`config.mk`:
```
export PLATFORM = sky130hd
export DESIGN_NAME = display_scheduler
export DESIGN_NICKNAME = d
export VERILOG_FILES = /design/src/rtl/display_pkg.sv /design/src/rtl/scan_timer.sv /design/src/rtl/display_scheduler.sv
export SDC_FILE = /design/constraint.sdc
export NUM_CORES = 1
export LEC_CHECK = 0
export BUFFER_PORTS_ARGS = -buffer_cell sky130_fd_sc_hd__buf_2
export CORE_ASPECT_RATIO = 1.2
export CORE_UTILIZATION = 40
export CTS_CLUSTER_DIAMETER = 40
export DETAILED_ROUTE_END_ITERATION = 16
export PLACE_DENSITY_LB_ADDON = 0.3
export SYNTH_ARGS = -nofsm -noshare
export SYNTH_HDL_FRONTEND = slang
export SYNTH_HIERARCHICAL = 1
export SYNTH_SLANG_ARGS = --single-unit
export TNS_END_PERCENT = 1
```
`constraint.sdc`:
```
create_clock -name clk -period 2.05 [get_ports clk]
set_input_delay 0.41 -clock clk [delete_from_list [all_inputs] [get_ports clk]]
set_output_delay 0.41 -clock clk [all_outputs]
set_load 0.1 [all_outputs]
```
`src/rtl/display_pkg.sv`:
```
// rtl/display_pkg.sv - shared types and constants for the display scheduler
//
// Contents:
//   state_t    scheduler FSM states (IDLE, GRANT, CAPTURE)
//   SEG_BLANK  all segments off (active-low)
//   SEG_ZERO   pattern for digit 0, also the reset pattern
//   AN_TENS    anode code selecting the tens digit
//   AN_UNITS   anode code selecting the units digit
package display_pkg;

  typedef enum logic [1:0] {
    ST_IDLE    = 2'd0,
    ST_GRANT   = 2'd1,
    ST_CAPTURE = 2'd2
  } state_t;

  localparam logic [0:6] SEG_BLANK = 7'b1111111;
  localparam logic [0:6] SEG_ZERO  = 7'b0000001;
  localparam logic [1:0] AN_TENS   = 2'b10;
  localparam logic [1:0] AN_UNITS  = 2'b01;

endpackage

```
`src/rtl/scan_timer.sv`:
```
// rtl/scan_timer.sv - digit scan divider and tens/units select toggle
//
// Ports:
//   clk        clock, rising edge
//   rst_n      synchronous active-low reset
//   wrap       high in the last cycle of a scan slot (counter at SCAN_DIV-1)
//   sel_units  current digit select: 0 = tens, 1 = units
module scan_timer #(
  parameter int SCAN_DIV = 50000
) (
  input  logic clk,
  input  logic rst_n,
  output logic wrap,
  output logic sel_units
);

  localparam int CW = (SCAN_DIV > 1) ? $clog2(SCAN_DIV) : 1;

  logic [CW-1:0] cnt;

  // wrap is combinational so the top can see the upcoming select toggle
  // and update its segment/anode registers on the same edge.
  assign wrap = (cnt == CW'(SCAN_DIV - 1));

  always_ff @(posedge clk) begin
    if (!rst_n) begin
      cnt       <= '0;
      sel_units <= 1'b0;
    end else if (wrap) begin
      cnt       <= '0;
      sel_units <= ~sel_units;
    end else begin
      cnt <= cnt + CW'(1);
    end
  end

endmodule

```
`src/rtl/display_scheduler.sv`:
```
// rtl/display_scheduler.sv - round-robin sharing of one BCD/7-seg converter with 2-digit scan
//
// Build option: LEADING_ZERO_BLANK_EN blanks the tens digit when the captured tens value is 0.
//
// Ports:
//   clk, rst_n             clock and synchronous active-low reset
//   req_a/req_b            conversion requests
//   val_a/val_b            4-bit values to convert
//   gnt_a/gnt_b            one-cycle grant pulses
//   conv_in                registered operand to the external converter
//   conv_decs/conv_unis    converter BCD result
//   conv_dis1/conv_dis2    converter tens/units segment patterns (active-low)
//   decs_q/unis_q          captured BCD of the last conversion
//   seg, an                multiplexed segment bus and active-low anodes
//   busy                   high whenever the FSM is not idle
module display_scheduler
  import display_pkg::*;
#(
  parameter int SCAN_DIV = 50000
) (
  input  logic       clk,
  input  logic       rst_n,
  input  logic       req_a,
  input  logic       req_b,
  input  logic [3:0] val_a,
  input  logic [3:0] val_b,
  output logic       gnt_a,
  output logic       gnt_b,
  output logic [3:0] conv_in,
  input  logic [3:0] conv_decs,
  input  logic [3:0] conv_unis,
  input  logic [0:6] conv_dis1,
  input  logic [0:6] conv_dis2,
  output logic [3:0] decs_q,
  output logic [3:0] unis_q,
  output logic [0:6] seg,
  output logic [1:0] an,
  output logic       busy
);

  state_t     state, state_nx;
  logic       last_b;     // most recent grant went to B
  logic       win_b;      // winner of the operation in flight
  logic       pick_b;
  logic       capture;
  logic [0:6] dis1_q, dis2_q;
  logic [0:6] dis1_nx, dis2_nx, tens_pat;
  logic       wrap, sel_units, sel_nx;

  // Both requesting: the side not granted last wins.
  assign pick_b  = req_b && (!req_a || !last_b);
  assign capture = (state == ST_CAPTURE);

  always_comb begin
    state_nx = state;
    gnt_a    = 1'b0;
    gnt_b    = 1'b0;
    busy     = (state != ST_IDLE);
    case (state)
      ST_IDLE:    if (req_a || req_b) state_nx = ST_GRANT;
      ST_GRANT: begin
        gnt_a    = !win_b;
        gnt_b    = win_b;
        state_nx = ST_CAPTURE;
      end
      ST_CAPTURE: state_nx = ST_IDLE;
      default:    state_nx = ST_IDLE;
    endcase
  end

  always_ff @(posedge clk) begin
    if (!rst_n) begin
      state   <= ST_IDLE;
      last_b  <= 1'b1;
      win_b   <= 1'b0;
      conv_in <= 4'd0;
    end else begin
      state <= state_nx;
      if (state == ST_IDLE && (req_a || req_b)) begin
        win_b   <= pick_b;
        last_b  <= pick_b;
        conv_in <= pick_b ? val_b : val_a;
      end
    end
  end

  always_ff @(posedge clk) begin
    if (!rst_n) begin
      decs_q <= 4'd0;
      unis_q <= 4'd0;
      dis1_q <= SEG_ZERO;
      dis2_q <= SEG_ZERO;
    end else if (capture) begin
      decs_q <= conv_decs;
      unis_q <= conv_unis;
      dis1_q <= conv_dis1;
      dis2_q <= conv_dis2;
    end
  end

  scan_timer #(.SCAN_DIV(SCAN_DIV)) u_scan (
    .clk       (clk),
    .rst_n     (rst_n),
    .wrap      (wrap),
    .sel_units (sel_units)
  );

  // seg/an are computed from the post-edge select and patterns so they move
  // on exactly the edge where the select toggles or a capture lands.
  always_comb begin
    sel_nx  = sel_units ^ wrap;
    dis1_nx = capture ? conv_dis1 : dis1_q;
    dis2_nx = capture ? conv_dis2 : dis2_q;
`ifdef LEADING_ZERO_BLANK_EN
    tens_pat = ((capture ? conv_decs : decs_q) == 4'd0) ? SEG_BLANK : dis1_nx;
`else
    tens_pat = dis1_nx;
`endif
  end

  always_ff @(posedge clk) begin
    if (!rst_n) begin
      an  <= AN_TENS;
      seg <= SEG_ZERO;
    end else if (wrap || capture) begin
      an  <= sel_nx ? AN_UNITS : AN_TENS;
      seg <= sel_nx ? dis2_nx : tens_pat;
    end
  end

endmodule

```
**After elaboration in Yosys (flattened, before gate mapping)**

Cells that the tools add are included.

- Add/sub/neg operators: 1
- Eq/ne operators: 4
- Mux-type cells: 9
- Bitwise gates (word level): 3
- Reductions and logical operators: 11

Operator list:

| operator | number |
|---|---|
| two-way mux 7 bit | 3 |
| adder 16 x 1 -> 16 bit, second input constant | 1 |
| equality test 16 bit, second input constant | 1 |
| two-way mux 2 bit | 2 |
| two-way mux 4 bit | 1 |
| one-hot mux 2 bit (2 select lines) | 1 |
| zero test 1 bit | 3 |
| logical OR 1 bit | 3 |
| equality test 2 x 1 -> 1 bit, second input constant | 1 |
| equality test 2 bit, second input constant | 1 |
| logical AND 1 bit | 2 |
| zero test 2 bit | 1 |
| two-way mux 1 bit | 2 |
| != test 2 x 1 -> 1 bit, second input constant | 1 |
| NOT 1 bit | 2 |
| nonzero test 2 bit | 1 |
| OR reduction 2 bit | 1 |
| bitwise XOR 1 bit | 1 |

- Bits in registers: 56
- Bits of input ports: 34

**Longest topological paths before layout**

Gate-level depths: netlist (run 1).

- Depth after elaboration: 4
- Depth in mapped cells: 8
- Mapped depth without buffers: 6

**Cells and area by module**

Netlist (run 1), hierarchy kept.

By module, submodules not included:

| module | instances | cells each | area an instance (sq um) | sequential area each (sq um) |
|---|---|---|---|---|
| display_scheduler | 1 | 204 | 1854.3 | 780.7 |
| scan_timer | 1 | 83 | 779.5 | 340.3 |

**Least setup slack after synthesis (run 1)**

OpenSTA, ideal clock, no wires.

- Path type: reg2out
- Start point: reg state[0]
- End point: out gnt_a
- Data arrival time: 2862 ps
- Required time: 1640 ps
- Path slack: -1222 ps
- Stages on the path, launching flop included: 4
- Path buffers: 2
- Cells stage by stage: dfxtp_1 -> buf_6 -> buf_2 -> nor3b_1

- Cells in the longest elaborated chain, start to end: 2

Ends and longest elaborated chain:

| element | RTL line | source |
|---|---|---|
| start: declaration | display_scheduler.sv:41 | `state_t state, state_nx;` |
| start signal: assignment | display_scheduler.sv:78 | `state <= state_nx;` |
| equality test 2 x 1 -> 1 bit | display_scheduler.sv:59 | `case (state)` |
| two-way mux 1 bit | display_scheduler.sv:59 |  |
| end: declaration | display_scheduler.sv:27 | `output logic gnt_a,` |

Every way passes these cells.

**Worst setup path after layout (run 1)**

- Start point: reg u_scan.cnt[11]
- End point: reg seg[0] in the netlist's numbering

- Cells in the longest elaborated chain, start to end: 3
- Elaborated cells between the ends (all ways): 4
- Those cells by class: eq/ne (1); mux (1); bitwise (1); reduce/logical (1)

Ends and longest elaborated chain:

| element | RTL line | source |
|---|---|---|
| start: declaration | scan_timer.sv:19 | `logic [CW-1:0] cnt;` |
| start signal: assignment | scan_timer.sv:33 | `cnt <= cnt + CW'(1);` |
| equality test 16 bit (*) | scan_timer.sv:23 | `assign wrap = (cnt == CW'(SCAN_DIV - 1));` |
| named net wrap | display_scheduler.sv:48 | `logic wrap, sel_units, sel_nx;` |
| bitwise XOR 1 bit | display_scheduler.sv:111 | `sel_nx = sel_units ^ wrap;` |
| two-way mux 7 bit | display_scheduler.sv:127 | `seg <= sel_nx ? dis2_nx : tens_pat;` |
| end signal: assignment | display_scheduler.sv:127 |  |
| end: declaration | display_scheduler.sv:36 | `output logic [0:6] seg,` |

Mark *: on every way through the listed nets, which the timed path passes. The rest lies on a longest branch.
A chain may end at the register's enable or synchronous reset.

==> key figures, run 1 <==
Power
  • Switching pwr: 0.0007415 W
  • Sw Ratio: 31.10%
  • Cell-internal power: 0.001643 W
  • Maximum vdd drop: 0.0003855 V
  • Power Total: 0.002384 W
  • Clk pwr share: 29.7%
  • Power per cell area: 742.3 nW/um^2
  • Pleak: 1.354 nW
  • Reg power frac: 49.1%
  • Combinational fraction of design power: 21.1%

Clock tree
  • Longest Clk Path Bufs: 2
  • H-tree Lvls: 2
  • Skew-Pair Late Insertion Delay: 0.30 ns
  • Clock slew at reported path FFs: 0.10 ns
  • # hold bufs at CTS: 0
  • TritonCTS buffer count: 5
  • Sink Count: 56
  • CTS tree: yes
  • CTS Root Cell: clkbuf_8

STA
  • Setup-failing EPs final: 0
  • Final-report hold violation count: 0
  • Clk_skew: 0.008323 ns
  • Sum Neg Setup Slack: 0 ns
  • Max_slew headroom: 67.67%
  • RSZ-0062 raised after global routing: no
  • Hold WS: 0.3365 ns
  • Tcrit/Tclk final: 91.94%
  • Slew @ Worst Pin: 0.4883 ns
  • Max Slew Vio Count: 0
  • Fin crit period: 1.885 ns
  • Max Clk Rate: 0.5306 GHz

Layout
  • Final core utilization: 50.14%
  • Multi-input logic area: 1399 um^2
  • Syn-to-layout area delta: 21.95%
  • Fin nets: 386
  • Register area: 1122 um^2
  • # diodes: 0
  • Post-Layout Cell Count: 437
  • Filler Cell Count: 638
  • Fraction of layout cells with a size suffix above 1: 29.83%

Detailed routing
  • DR iter-0 viols: 122
  • Drt first pass iters: 4
  • Vias after detailed routing: 2,220
  • Post-Route WL: 5.656 mm
  • Post-route ant nets: 0
  • Wire per inst: 12.94 um
  • DR vias/cell: 5.080
  • DR DRC count: 0

Placement
  • Global placement routability congestion: 0.8310
  • Placed cell count: 428
  • PortBufs: 57
  • Post-DP HPWL: 4.054 mm

GRT
  • Initial antenna violation count: 0
  • Number of global-route vias before repair: 2,145
  • First-pass GRT wire length: 9.577 mm
  • GRT overflow: 0
  • GRT Resource Usage Total: 16.92%
  • Largest net degree at the start of global routing: 24

Synthesis
  • Synth Area in Adders: 0.4751%
  • Syn nets: 322
  • Syn avg cell area: 9.177 um^2
  • Top FF cell, synth: dfxtp_1
  • Yosys reg bits: 56
  • Fraction of registers with async set/reset: 0%
  • Area fraction in compound gates after synthesis: 13.44%
  • Post-Syn Area: 2634 um^2
  • Most instantiated cells after synthesis: 56 x dfxtp_1, 49 x nand2_1, 32 x a21oi_1, 23 x nor2_1, 16 x mux2i_1
  • Post-synth EDFFs: 0
  • Synth top area share: 42.57%
  • Post-synthesis xor/xnor area fraction: 6.033%
  • Synth cell types: 42
  • Synth Area in Simple Gates: 25.89%
  • Post-synthesis mux area share: 6.081%
  • Yosys warnings: 6
  • Main combinational cell family by area after synthesis: simple AND/OR/NAND/NOR gates
  • Most frequent cell after synthesis: dfxtp_1
  • Register area share after synthesis: 42.57%
  • Synth area leaders: dfxtp_1 43%, nand2_1 7.0%, a21oi_1 6.1%, mux2i_1 6.1%, nor3b_1 4.0%
  • Yosys top cell by area: dfxtp_1
  • Syn Inst Count: 287

Floorplan
  • Die area: 6914 um^2
  • Die width: 76.08 um
  • Die H: 90.89 um
  • Num rows: 32
  • Initial Util: 41.11%
  • Total I/O pin count: 58
  • Core area: 6406 um^2

Critical path
  • CP max-delay cell: or4_4
  • Crit-path max cell delay: 0.55 ns
  • Worst setup EP type: flop
  • CP arrival: 2.13 ns
  • CP delay by family, top: simple AND/OR/NAND/NOR gates
  • Worst-path cell chain: or4_4 > nor4_2 > buf_4 > xnor2_4 > mux2i_1 > o211a_1
  • Worst Path Buf+Inv: 1
  • Worst EP required: 2.30 ns
  • Crit path kind: reg -> reg
  • Crit Path Max Fanout: 8
  • Crit path launch type: flop

Outcome
  • Status: finished, final reports clean

Run
  • Max Cap Viol: 0

Worst hold path
  • HP Class: in -> reg
through the flow:
step / area [um^2] / setup WS (ns)
global route: 3212 / 0.04226
floorplan: 2645 / 0.08085
global placement: 3084 / 0.09391
finish: 3212 / 0.1652
detailed placement: 3084 / 0.04834
CTS: 3192 / 0.02270
sequential cells by signal (all words and copies together), names as in the netlist:
register / cells
last_b: 1
decs_q: 4
dis1_q: 7
seg: 7
u_scan/sel_units: 1
u_scan/cnt: 16
state: 2
an: 2
unis_q: 4
dis2_q: 7
conv_in: 4
win_b: 1
path summary, 6_finish.rpt:
kind,slack [ns],start,endpoint,depth (start not counted)
worst max-delay path,0.17,u_scan/cnt[11]$_SDFF_PP0_,seg[0]$_SDFFE_PN0P_,6
worst min-delay path,0.34,conv_unis[0],unis_q[0]$_SDFFE_PN0P_,3
worst max register to register,0.17,u_scan/cnt[11]$_SDFF_PP0_,seg[0]$_SDFFE_PN0P_,6
worst min register to register,0.46,decs_q[2]$_SDFFE_PN0P_,decs_q[2]$_SDFFE_PN0P_,2
power by group through the flow:
| stage | Sequential [W] | Combinational, W | Clock [W] |
|---|---|---|---|
| global placement | 0.00119 | 0.000499 | 0 |
| floorplan | 0.00137 | 0.000208 | 0 |
| detailed placement | 0.00120 | 0.000506 | 0 |
| global route | 0.00118 | 0.000536 | 0.000780 |
| finish | 0.00117 | 0.000504 | 0.000709 |
| CTS | 0.00117 | 0.000507 | 0.000727 |
worst register-to-register path: stages (launching register included):
cell and delay (ns):
dfxtp_1 0.33, or4_4 0.55, nor4_2 0.14, buf_4 0.22
xnor2_4 0.20, mux2i_1 0.24, o211a_1 0.16
metal layers:
metal / global-route usage (%) / wire length, um
met1: 20.05 / 2538
met2: 29.85 / 2832
met3: 3.838 / 225
met4: 5.769 / 61
met5: 0 / 0
placed cells by master, fill, tap and decap left out, types with 3 or more instances in the layout:
master	n
nor4_1	4
clkbuf_8	5
dfxtp_1	55
nand3_1	4
buf_4	17
nor3_1	3
o211a_1	6
inv_1	5
nand4_1	5
xor2_1	6
xnor2_1	9
nand2_1	49
and3b_1	3
a21oi_1	32
nor2_1	23
o21ai_0	3
buf_2	54
nor3b_1	13
a211oi_2	6
mux2i_1	16
buf_12	3
logic make-up after synthesis:
group,count (synthesis)
simple gates,125
flops,56
compound gates,51
buf+inv,22
xor+xnor,16
mux,16
fa+ha+maj,1
timing repair:
action	4_1_cts	5_1_grt
buffers inserted	0	1
endpoints found under the setup margin	0	8
gates resized for setup	0	4
layout make-up:
class	instances	area share [%]
inverters	5	0.5843
multi-input cells	209	43.55
well taps	85	3.311
clock buffers	6	2.259
repair buffers	74	14.26
clock inverters	2	1.091
flip-flops and latches	56	34.94
No activity file was read; power rests on OpenSTA's default activity.
==> run 2: changes to the inputs <==
Settings changed: PLACE_DENSITY set to 0.75, PLACE_DENSITY_LB_ADDON 0.3 to unset.
==> key figures, run 2 (synthesis results as in run 1) <==
Outcome
  • Status: finished, final reports clean

Worst hold path
  • Worst Min Path Start: conv_unis[1]
  • HP Class: in -> reg

STA
  • Setup-failing EPs final: 0
  • Sum Neg Setup Slack: 0 ns
  • Slew @ Worst Pin: 0.7441 ns
  • Max Slew Vio Count: 0
  • Clk_skew: 0.01166 ns
  • Max Clk Rate: 0.5181 GHz
  • RSZ-0062 raised after global routing: no
  • Fin crit period: 1.930 ns
  • Max_slew headroom: 50.33%
  • Final-report hold violation count: 0
  • Tcrit/Tclk final: 94.15%

Placement
  • Global placement routability congestion: 0.7875
  • Post-DP HPWL: 4.040 mm
  • PortBufs: 57

Power
  • Maximum vdd drop: 0.0003062 V
  • Reg power frac: 49.2%
  • Sw Ratio: 31.58%
  • Cell-internal power: 0.001638 W
  • Pleak: 1.320 nW
  • Switching pwr: 0.0007557 W
  • Clk pwr share: 30.2%
  • Power per cell area: 754.0 nW/um^2
  • Combinational fraction of design power: 20.7%

Critical path
  • Worst EP required: 2.30 ns
  • Worst-path cell chain: or4_4 > nor4_4 > buf_4 > xnor2_4 > mux2i_1 > o211a_1
  • Crit-path max cell delay: 0.55 ns
  • Crit path launch type: flop
  • Worst r2r path cells: 6
  • CP Launch Point: u_scan/cnt[11]$_SDFF_PP0_
  • Worst setup EP type: flop
  • Crit Path Max Fanout: 7
  • Worst r2r src: u_scan/cnt[11]$_SDFF_PP0_
  • Reg2reg setup slack: 0.12 ns
  • Crit path kind: reg -> reg
  • Critical path endpoint: seg[0]$_SDFFE_PN0P_
  • CP arrival: 2.18 ns
  • CP max-delay cell: or4_4
  • R2r endpoint: seg[0]$_SDFFE_PN0P_

Detailed routing
  • Post-Route WL: 5.669 mm
  • DR iter-0 viols: 110
  • Drt first pass iters: 4
  • DR DRC count: 0
  • DR vias/cell: 5.107
  • Vias after detailed routing: 2,201
  • Wire per inst: 13.15 um
  • Post-route ant nets: 0

Clock tree
  • Clock slew at reported path FFs: 0.10 ns
  • CTS Root Cell: clkbuf_8
  • # hold bufs at CTS: 0
  • H-tree Lvls: 2
  • TritonCTS buffer count: 5
  • Longest Clk Path Bufs: 2
  • Skew-Pair Late Insertion Delay: 0.31 ns
  • Sink Count: 56
  • CTS tree: yes

Layout
  • # diodes: 0
  • Final core utilization: 49.55%
  • Commonest non-fill, non-tap cell in the layout: dfxtp_1
  • Max reg flops: 16
  • Most flops, register: u_scan/cnt
  • Syn-to-layout area delta: 20.52%
  • Fin nets: 380
  • Fraction of layout cells with a size suffix above 1: 28.61%
  • Most frequent cells in the layout: 55 x dfxtp_1, 54 x buf_2, 49 x nand2_1, 32 x a21oi_1, 23 x nor2_1

GRT
  • GRT Resource Usage Total: 16.37%
  • Initial antenna violation count: 0
  • Number of global-route vias before repair: 2,060
  • Largest net degree at the start of global routing: 25
  • First-pass GRT wire length: 9.280 mm
  • GRT overflow: 0

Floorplan
  • Die width: 76.08 um
  • Num rows: 32
  • Initial Util: 41.11%
  • Die H: 90.89 um
  • Total I/O pin count: 58
  • Core area: 6406 um^2
  • Die area: 6914 um^2

Run
  • Max Cap Viol: 0
[run 2: changes by cell type in the layout (fill, tap and decap cells not counted)]
cell	delta
buf_4	-6
clkinvlp_4	+1
clkbuf_1	-1
nor4_2	-1
nand3_2	-1
nand3_1	+1
nor4_4	+1
[run 2: cell type report]
| type | count | area [um^2] |
|---|---|---|
| multi-input cells | 209 | 1403 |
| inverters | 5 | 18.77 |
| repair buffers | 68 | 412.9 |
| flip-flops and latches | 56 | 1122 |
| well taps | 85 | 106.4 |
| clock inverters | 3 | 42.54 |
| clock buffers | 5 | 68.82 |
| fillers | 599 | 3232 |
[run 2: power groups by stage]
| stage | clock [W] | combinational (W) | sequential, W |
|---|---|---|---|
| floorplan | 0 | 0.000208 | 0.00137 |
| global placement | 0 | 0.000488 | 0.00120 |
| detailed placement | 0 | 0.000495 | 0.00120 |
| CTS | 0.000736 | 0.000495 | 0.00118 |
| global route | 0.000779 | 0.000521 | 0.00118 |
| finish | 0.000722 | 0.000494 | 0.00118 |
[run 2: how the worst min path moves through the flow]
stage	to	depth (start not counted)
6_report	unis_q[1]$_SDFFE_PN0P_	3
3_5_place_dp	decs_q[2]$_SDFFE_PN0P_	2
3_3_place_gp	decs_q[0]$_SDFFE_PN0P_	2
2_1_floorplan	dis1_q[6]$_SDFF_PN1_	2
4_1_cts	unis_q[1]$_SDFFE_PN0P_	3
5_1_grt	decs_q[0]$_SDFFE_PN0P_	3
[run 2: repair_timing]
item,CTS,global route
gates resized for setup,0,4
buffers inserted,0,1
setup endpoints to repair,0,9
[run 2: critical path, delay by kind of cell, from the launching register on]
family	cells	cell delay [ns]
AO/OA/AOI/OAI	1	0.16
XOR/XNOR	1	0.19
buffers and inverters	1	0.19
flip-flops	1	0.33
multiplexers	1	0.23
AND/OR/NAND/NOR	2	0.75
[run 2: layer usage]
layer / wire (um) / GRT usage (%) / share of wire (%)
met1: 2474 / 19.34 / 44
met2: 2796 / 29.17 / 49
met3: 298 / 3.333 / 5.3
met4: 100 / 5.769 / 1.8
met5: 0 / 0 / 0
[run 2: metrics by stage]
step	std cells	instance area (um^2)	setup WS (ns)	power [W]	hold slack (ns)
after CTS	430	3151	0.01960	0.002406	0.3147
after detailed placement	422	3039	0.02323	0.001695	0.4458
after floorplan	287	2645	0.08085	0.001580	0.4259
after global placement	422	3039	0.08628	0.001686	0.4385
final	431	3174	0.1200	0.002393	0.3190
after global routing	431	3174	0.01001	0.002483	0.3255
==> run 3: changes to the inputs <==
Clock period 2.05 ns to 1.7 ns, I/O delays scaled along.
==> key figures, run 3 (synthesis results as in run 1) <==
Floorplan
  • Die area: 6914 um^2
  • Initial Util: 41.11%
  • Die H: 90.89 um
  • Die width: 76.08 um
  • Num rows: 32
  • Core area: 6406 um^2
  • Total I/O pin count: 58

STA
  • Tcrit/Tclk final: 107.0%
  • Setup-failing EPs final: 25
  • Setup WS post-layout: -0.1197 ns
  • Sum Neg Setup Slack: -1.652 ns
  • Fin crit period: 1.820 ns
  • Clk_skew: 0.009073 ns
  • Max_slew headroom: 67.52%
  • Max Clk Rate: 0.5495 GHz
  • Max Slew Vio Count: 0
  • Slew @ Worst Pin: 0.4905 ns
  • RSZ-0062 raised after global routing: yes
  • Hold WS: 0.2602 ns
  • Final-report hold violation count: 0

Clock tree
  • Skew-Pair Late Insertion Delay: 0.31 ns
  • H-tree Lvls: 2
  • Sink Count: 56
  • TritonCTS buffer count: 5
  • Clock slew at reported path FFs: 0.10 ns
  • CTS tree: yes
  • Longest Clk Path Bufs: 2
  • CTS Root Cell: clkbuf_8

Detailed routing
  • Post-Route WL: 5.677 mm
  • Met3 WL: 235 um
  • Post-route ant nets: 0
  • DR iter-0 viols: 69
  • Met2 WL post-DR: 2.846 mm
  • DR DRC count: 0
  • Wire length on met1: 2.518 mm
  • Drt first pass iters: 4
  • DR vias/cell: 4.982
  • Wire per inst: 12.64 um
  • Vias after detailed routing: 2,237
  • Uppermost layer routed: met4

Power
  • Power per cell area: 865.2 nW/um^2
  • Maximum vdd drop: 0.0003759 V
  • Sw Ratio: 31.20%
  • Combinational fraction of design power: 21.3%
  • Reg power frac: 48.9%
  • Switching pwr: 0.0009010 W
  • Pleak: 1.397 nW
  • Clk pwr share: 29.8%
  • Cell-internal power: 0.001987 W

Critical path
  • Crit path launch type: flop
  • Worst Path Buf+Inv: 1
  • Worst-path cell chain: or4_4 > nor4_4 > buf_6 > xnor2_4 > mux2i_1 > o211a_1
  • Crit Path Max Fanout: 7
  • Worst EP required: 1.95 ns
  • CP delay by family, top: simple AND/OR/NAND/NOR gates
  • Worst setup EP type: flop
  • CP arrival: 2.07 ns
  • Crit-path max cell delay: 0.55 ns
  • CP max-delay cell: or4_4
  • Crit path kind: reg -> reg

Placement
  • Global placement routability congestion: 0.7909
  • Post-place setup slack: -0.2028 ns
  • PortBufs: 57
  • Post-DP HPWL: 4.227 mm
  • Placed standard-cell area: 3202 um^2

GRT
  • GRT overflow: 0
  • Initial antenna violation count: 0
  • GRT Resource Usage Total: 17.80%
  • Largest net degree at the start of global routing: 27
  • Number of global-route vias before repair: 2,209
  • First-pass GRT wire length: 9.998 mm

Run
  • Max Cap Viol: 0

Layout
  • Max reg flops: 16
  • Commonest non-fill, non-tap cell in the layout: buf_2
  • Final core utilization: 52.11%
  • Most flops, register: u_scan/cnt
  • Fin nets: 398
  • Filler Cell Count: 592
  • Syn-to-layout area delta: 26.75%
  • Most frequent cells in the layout: 54 x buf_2, 51 x dfxtp_1, 49 x nand2_1, 32 x a21oi_1, 27 x buf_4
  • # diodes: 0
  • Fraction of layout cells with a size suffix above 1: 33.52%
  • Post-route cell area: 3338 um^2

Worst hold path
  • HP Class: in -> reg

Outcome
  • Status: finished, violations left
  • Failing checks: setup timing
[run 3: cell type report]
cell class	count	area (um^2)	share of cell area, %
Timing Repair Buffer	86	564.3	16.90
Clock inverter	3	42.54	1.274
Tap cell	85	106.4	3.186
Sequential cell	56	1130	33.85
Multi-Input combinational cell	209	1408	42.17
Clock buffer	5	68.82	2.061
Inverter	5	18.77	0.5622
[run 3: metrics by stage]
stage	instances	total power (W)
floorplan	287	0.001907
global placement	440	0.002047
CTS	449	0.002928
detailed placement	440	0.002059
global route	449	0.003006
finish	449	0.002888
[run 3: power groups by stage]
stage	Combinational, W	Clock [W]	Sequential [W]
after floorplan	0.000252	0	0.00166
final	0.000615	0.000860	0.00141
after CTS	0.000617	0.000897	0.00141
after detailed placement	0.000616	0	0.00144
after global routing	0.000653	0.000930	0.00142
after global placement	0.000606	0	0.00144
[run 3: per-layer routing]
layer / vias up / global-route usage, %
li1: 1144 / -
met1: 1044 / 20.44
met2: 42 / 32.05
met3: 7 / 3.939
met4: 0 / 6.571
met5: - / 0
[run 3: timing repair]
item                                   CTS  global route
gates resized for setup                  4             3
cloned                                   0             0
setup endpoints to repair               28            26
setup buffers                            1             0
endpoints found under the hold margin    0             0
pin swaps                                4             2
hold buffers                             0             0
[run 3: path summary, 6_finish.rpt]
check,start,endpoint,slack [ns],cells after the start
setup / recovery,u_scan/cnt[10]$_SDFF_PP0_,seg[0]$_SDFFE_PN0P_,-0.12,6
hold reg to reg,unis_q[3]$_SDFFE_PN0P_,unis_q[3]$_SDFFE_PN0P_,0.46,2
setup reg to reg,u_scan/cnt[10]$_SDFF_PP0_,seg[0]$_SDFFE_PN0P_,-0.12,6
hold / removal,conv_decs[1],decs_q[1]$_SDFFE_PN0P_,0.26,3
[run 3: worst register-to-register path: cells and delay by family (launching register included)]
family	cells	cell delay (ns)
compound gates	1	0.16
xor+xnor	1	0.19
buf+inv	1	0.17
flops	1	0.33
mux	1	0.23
simple gates	2	0.70
